===== src/rtl/regfile_wr_arbiter.sv =====
// Register-file write arbiter: round-robin among NREQ write requesters,
// plus a zero-fill sequence that writes 0 to x1..x31 one register per cycle.
// All register-file outputs are registered (one cycle after the handshake).
module regfile_wr_arbiter #(
  parameter int NREQ   = 3,
  parameter int DATA_W = 32,
  parameter int ADDR_W = 5
) (
  input  logic                     clk,
  input  logic                     reset,
  input  logic [NREQ-1:0]          req_valid,
  output logic [NREQ-1:0]          req_ready,
  input  logic [NREQ*ADDR_W-1:0]   req_addr,
  input  logic [NREQ*DATA_W-1:0]   req_data,
  input  logic                     clr_start,
  output logic                     clr_busy,
  output logic                     write,
  output logic [ADDR_W-1:0]        wrAddrD,
  output logic [DATA_W-1:0]        wrDataD,
  output logic [1:0]               grant_id
);

  typedef enum logic {ARB, CLEAR} state_t;

  localparam logic [1:0] CLEAR_ID = 2'd3;

  state_t            state;
  state_t            stateNext;
  logic [1:0]        lastGrant;
  logic [ADDR_W-1:0] clrCnt;      // next address the zero-fill will emit
  logic              grantValid;
  logic [1:0]        grantIdx;
  logic [1:0]        cand;

  logic [ADDR_W-1:0] reqAddr [NREQ];
  logic [DATA_W-1:0] reqData [NREQ];

  // Unpack the flat request buses into per-requester fields.
  generate
    for (genvar gi = 0; gi < NREQ; gi++) begin : g_unpack
      assign reqAddr[gi] = req_addr[gi*ADDR_W +: ADDR_W];
      assign reqData[gi] = req_data[gi*DATA_W +: DATA_W];
    end
  endgenerate

  // Requester index k positions after lastGrant, wrapping modulo NREQ.
  function automatic logic [1:0] rrIndex(input logic [1:0] lg, input logic [1:0] k);
    logic [2:0] s;
    s = {1'b0, lg} + {1'b0, k} + 3'd1;
    if (s >= 3'(NREQ)) s = s - 3'(NREQ);
    return s[1:0];
  endfunction

  // Round-robin pick; nothing is granted under reset, while clearing,
  // or in the cycle a clear is requested (clear wins over requests).
  always_comb begin
    grantValid = 1'b0;
    grantIdx   = 2'd0;
    cand       = 2'd0;
    req_ready  = '0;
    if (!reset && state == ARB && !clr_start) begin
      // Walk from lowest priority to highest so the closest match wins.
      for (int k = NREQ - 1; k >= 0; k--) begin
        cand = rrIndex(lastGrant, 2'(k));
        if (req_valid[cand]) begin
          grantValid = 1'b1;
          grantIdx   = cand;
        end
      end
    end
    if (grantValid) req_ready[grantIdx] = 1'b1;
  end

  // State register.
  always_ff @(posedge clk) begin
    if (reset) state <= ARB;
    else       state <= stateNext;
  end

  // Next state: enter CLEAR on a clear request, leave once address 31 is out
  // (the counter has wrapped to zero at that point).
  always_comb begin
    stateNext = state;
    case (state)
      ARB:     if (clr_start) stateNext = CLEAR;
      CLEAR:   if (clrCnt == '0) stateNext = ARB;
      default: stateNext = ARB;
    endcase
  end

  assign clr_busy = (state == CLEAR);

  // Registered write port, round-robin pointer and zero-fill counter.
  always_ff @(posedge clk) begin
    if (reset) begin
      write     <= 1'b0;
      wrAddrD   <= '0;
      wrDataD   <= '0;
      grant_id  <= 2'd0;
      lastGrant <= 2'd2;
      clrCnt    <= ADDR_W'(1);
    end else begin
      write <= 1'b0;
      case (state)
        ARB: begin
          if (clr_start) begin
            // First zero-fill write is issued on entry so the 31 writes
            // line up exactly with the cycles clr_busy is high.
            write    <= 1'b1;
            wrAddrD  <= clrCnt;
            wrDataD  <= '0;
            grant_id <= CLEAR_ID;
            clrCnt   <= clrCnt + 1'b1;
          end else if (grantValid) begin
            lastGrant <= grantIdx;
            grant_id  <= grantIdx;
            // x0 is hardwired zero: complete the handshake, suppress the write.
            if (reqAddr[grantIdx] != '0) begin
              write   <= 1'b1;
              wrAddrD <= reqAddr[grantIdx];
              wrDataD <= reqData[grantIdx];
            end
          end
        end
        CLEAR: begin
          if (clrCnt == '0) begin
            clrCnt <= ADDR_W'(1);
          end else begin
            write    <= 1'b1;
            wrAddrD  <= clrCnt;
            wrDataD  <= '0;
            grant_id <= CLEAR_ID;
            clrCnt   <= clrCnt + 1'b1;
          end
        end
        default: ;
      endcase
    end
  end

endmodule


===== config.mk =====
export PLATFORM = sky130hd
export DESIGN_NAME = regfile_wr_arbiter
export DESIGN_NICKNAME = d
export VERILOG_FILES = /design/src/rtl/regfile_wr_arbiter.sv
export SDC_FILE = /design/constraint.sdc
export NUM_CORES = 1
export LEC_CHECK = 0
export ABC_AREA = 1
export CAP_MARGIN = 20
export CORE_MARGIN = 2
export CORE_UTILIZATION = 40
export CTS_CLUSTER_SIZE = 20
export DETAILED_ROUTE_END_ITERATION = 6
export PLACE_DENSITY = 0.83
export SLEW_MARGIN = 20
export SYNTH_ARGS = -nofsm -noshare
export SYNTH_HDL_FRONTEND = slang
export SYNTH_SLANG_ARGS = --single-unit

===== constraint.sdc =====
create_clock -name clk -period 4.4 [get_ports clk]
set_clock_uncertainty 0.2 [all_clocks]
set_input_delay 0.44 -clock clk [delete_from_list [all_inputs] [get_ports clk]]
set_output_delay 0.44 -clock clk [all_outputs]
set_load 0.1 [all_outputs]

==> out/results.ini <==
[run_status]
status=completed

[pwr]
pwr-share-clk_pct=20.2
p_per_area_nw_per_um2=350
switching_power_uw=724
seq_power_share_pct=30.8
switching_share_of_power_pct=43.9
p_int_uw=926
static-leakage-power_uw=0.00203
ir_drop_mv=0.161
power.share.combinational_pct=48.9

[routing]
detail_route.iter0.violations=182
avgViaCountPerCell=4.91
ant_nets=0
detailedRoute.firstPassIterationCount=4
detailroute.via_count=3598
route.detailed.wl_per_inst_um=12.7
routed_wl_um=9290
drc=0

[synthesis]
synth_fp_nets=608
mappedNetlistArea_sq_um=2960
synth.yosys.warnings=0
yosys_register_bits=48
mean_instance_size_in_the_synthesized_netlist_sq_um=6.09
ys_seq_area_share_pct=32.5
synthCells=486
yosys.cell_types.count=22

[floorplan]
dieArea_sq_um=8100
placementRows=31
die_width_um=90.0
core_area_sq_um=7210
vert_die_dim_um=90.0
floorplan.io_pins=161
floorplan.initialDensity_pct=41.0

[cts]
cts_htree_levels=2
cts_resized=0
cts.repair_timing.setup_buffer_count=0
postCtsHoldBufs=0
worstSkewPairLatency_ns=0.29
clockRootBuffer=sky130_fd_sc_hd__clkbuf_8
clk_path_buf_depth=2
inserted_clock_buffers=5
clk_pin_slew_ns=0.09
tritoncts=done
cts_sinks=48

[timing]
grt_setup_unrepaired=false
timing.final.crit_share_pct=86.3
tightestPinTransition_ns=1.02
timing_hold_violations_final=0
slew_violations=0
slew_headroom_pct=31.6
clock.fmax_ghz=0.263
fin_tns_setup_ns=0
finalCriticalPeriod_ns=3.80
setup_viol=0

[final_layout]
multiInputGateArea_sq_um=1780
antenna_cells=0
layout.filler_cells=650
syn_to_final_growth_pct=59.5
final_layout_size_suffix_gt1_share_pct=8.99
area.sequential_sq_um=961
final_cells=733
num-nets-final=755

[setup_path]
arrival_ns=3.84
timing_worst_setup_path_type=in2reg
worstPathRequired_ns=4.44
slowest_delay_ns=0.48
capturing_element_type_of_the_critical_path=flip-flop
worst_path_max_delay_cell=sky130_fd_sc_hd__nor2_4
worstSetupStartpoint=clr_start
worstPathMaxFanout=26
crit-reg2reg-launch=lastGrant[0]
path_cells=clkdlybuf4s50_1 > nor2_4 > inv_2 > nor2_4 > nand3_2 > inv_2 > nand2_1 > nand3_1 > nor2_1 > nand3_2 > nand2_4 > inv_2 > nor2_1 > nor2_1
worstSetupStartpointType=input port

[global_routing]
gr-usage-all-layers_pct=22.4
grt_first_pass_wirelength_um=15100
grt_pass1_vias=3357
grt_antenna_before_repair=0
pin_count_of_the_biggest_net_entering_global_routing=34
global_route.overflow_total=0

[placed_design]
detailedPlacementHpwl_um=7240
dp_cells=725
gp_congestion=0.917
portBuffers=160

[job]
cap_viol_max_count=0

[hold_path]
hold_path_startpoint=wrDataD[20]
timing.hold.worst.class=reg2reg

==> routing by layer <==
metal | up-vias | global-route usage, % | wire length (um)
li1 | 1845 | - | -
met3 | 10 | 6.12 | 802
met1 | 1585 | 25.1 | 3680
met2 | 158 | 41.5 | 4670
met4 | 0 | 6.28 | 132
met5 | - | 0 | 0
==> power by group through the flow <==
stage          Clock [uW]  Sequential, uW  Combinational [uW]
2_1_floorplan           0             780                 304
3_3_place_gp            0             517                 796
3_5_place_dp            0             518                 808
4_1_cts               340             509                 810
5_1_grt               358             514                 865
6_report              334             509                 807
==> synth_stat cells <==
| master | count | area [sq um] |
|---|---|---|
| sky130_fd_sc_hd__o21bai_1 | 1 | 7.51 |
| sky130_fd_sc_hd__nand3_2 | 3 | 30.0 |
| sky130_fd_sc_hd__o21ai_0 | 6 | 30.0 |
| sky130_fd_sc_hd__a21oi_1 | 28 | 140 |
| sky130_fd_sc_hd__xor2_1 | 1 | 8.76 |
| sky130_fd_sc_hd__dfxtp_1 | 48 | 961 |
| sky130_fd_sc_hd__nor3_1 | 3 | 15.0 |
| sky130_fd_sc_hd__nor2_2 | 21 | 131 |
| sky130_fd_sc_hd__nand2_4 | 2 | 22.5 |
| sky130_fd_sc_hd__o21ai_1 | 2 | 10.0 |
| sky130_fd_sc_hd__nor2_4 | 3 | 33.8 |
| sky130_fd_sc_hd__ha_1 | 5 | 62.6 |
| sky130_fd_sc_hd__buf_6 | 3 | 33.8 |
| sky130_fd_sc_hd__nand2_1 | 183 | 687 |
| sky130_fd_sc_hd__inv_2 | 7 | 26.3 |
| sky130_fd_sc_hd__nor2_1 | 41 | 154 |
| sky130_fd_sc_hd__nand3_1 | 82 | 410 |
| sky130_fd_sc_hd__nand4_1 | 2 | 12.5 |
| sky130_fd_sc_hd__inv_1 | 19 | 71.3 |
| sky130_fd_sc_hd__nand2_2 | 4 | 25.0 |
| sky130_fd_sc_hd__clkbuf_1 | 19 | 71.3 |
| sky130_fd_sc_hd__buf_2 | 3 | 15.0 |
==> cells by family (layout without fill, tap and decap cells) <==
group / count (synthesis) / after routing / share of synthesized area, %
AO/OA/AOI/OAI: 37 / 37 / 6.34
adder cells (fa/ha/maj): 5 / 5 / 2.11
XOR/XNOR: 1 / 1 / 0.296
buffers and inverters: 51 / 199 / 7.36
flip-flops: 48 / 48 / 32.5
AND/OR/NAND/NOR: 344 / 344 / 51.4
==> through the flow <==
step | total power, uW | utilization [%] | hold WS, ns | instance area (sq um) | worst slack, ns
CTS | 1660 | 65.4 | 0.267 | 4720 | 0.608
global placement | 1310 | 63.7 | 0.249 | 4600 | 0.432
detailed placement | 1330 | 63.7 | 0.255 | 4600 | 0.296
global route | 1740 | 65.4 | 0.284 | 4720 | 0.235
finish | 1650 | 65.4 | 0.264 | 4720 | 0.601
floorplan | 1080 | - | 0.270 | 2960 | 1.08
==> worst max-delay path, delay by kind of cell <==
kind | cells | cell delay, ns
and+or+nand+nor | 10 | 1.94
buffers and inverters | 4 | 1.43
==> final cells by class <==
| cell class | count | share of cell area (%) |
|---|---|---|
| inverter | 26 | 2.07 |
| tap | 99 | 2.62 |
| clock inverter | 2 | 0.822 |
| sequential | 48 | 20.4 |
| clock buffer | 6 | 1.75 |
| timing repair buffer | 165 | 34.6 |
| multi-input combinational | 387 | 37.8 |
==> flip-flops by register name, summed over array words and instances, names as in the netlist <==
register   cells
wrDataD       32
grant_id       2
lastGrant      2
clrCnt         5
clr_busy       1
wrAddrD        5
write          1
==> cell usage in the layout, fill, tap and decap left out, types with 6 or more instances in the layout <==
cell type                         synthesis  routed
sky130_fd_sc_hd__a21oi_1                 28      28
sky130_fd_sc_hd__buf_4                    0       8
sky130_fd_sc_hd__clkbuf_8                 0       6
sky130_fd_sc_hd__clkdlybuf4s50_1          0     157
sky130_fd_sc_hd__dfxtp_1                 48      48
sky130_fd_sc_hd__inv_1                   19      19
sky130_fd_sc_hd__inv_2                    7       7
sky130_fd_sc_hd__nand2_1                183     183
sky130_fd_sc_hd__nand3_1                 82      82
sky130_fd_sc_hd__nor2_1                  41      41
sky130_fd_sc_hd__nor2_2                  21      21
sky130_fd_sc_hd__o21ai_0                  6       6
==> path summary, 6_finish.rpt <==
path	end	depth (start not counted)	slack (ns)
hold / removal	wrDataD[20]	2	0.26
setup / recovery	wrAddrD[3]	14	0.60
hold reg to reg	wrDataD[20]	2	0.26
setup reg to reg	wrAddrD[3]	18	0.63
No activity file was read; power rests on OpenSTA's default activity.
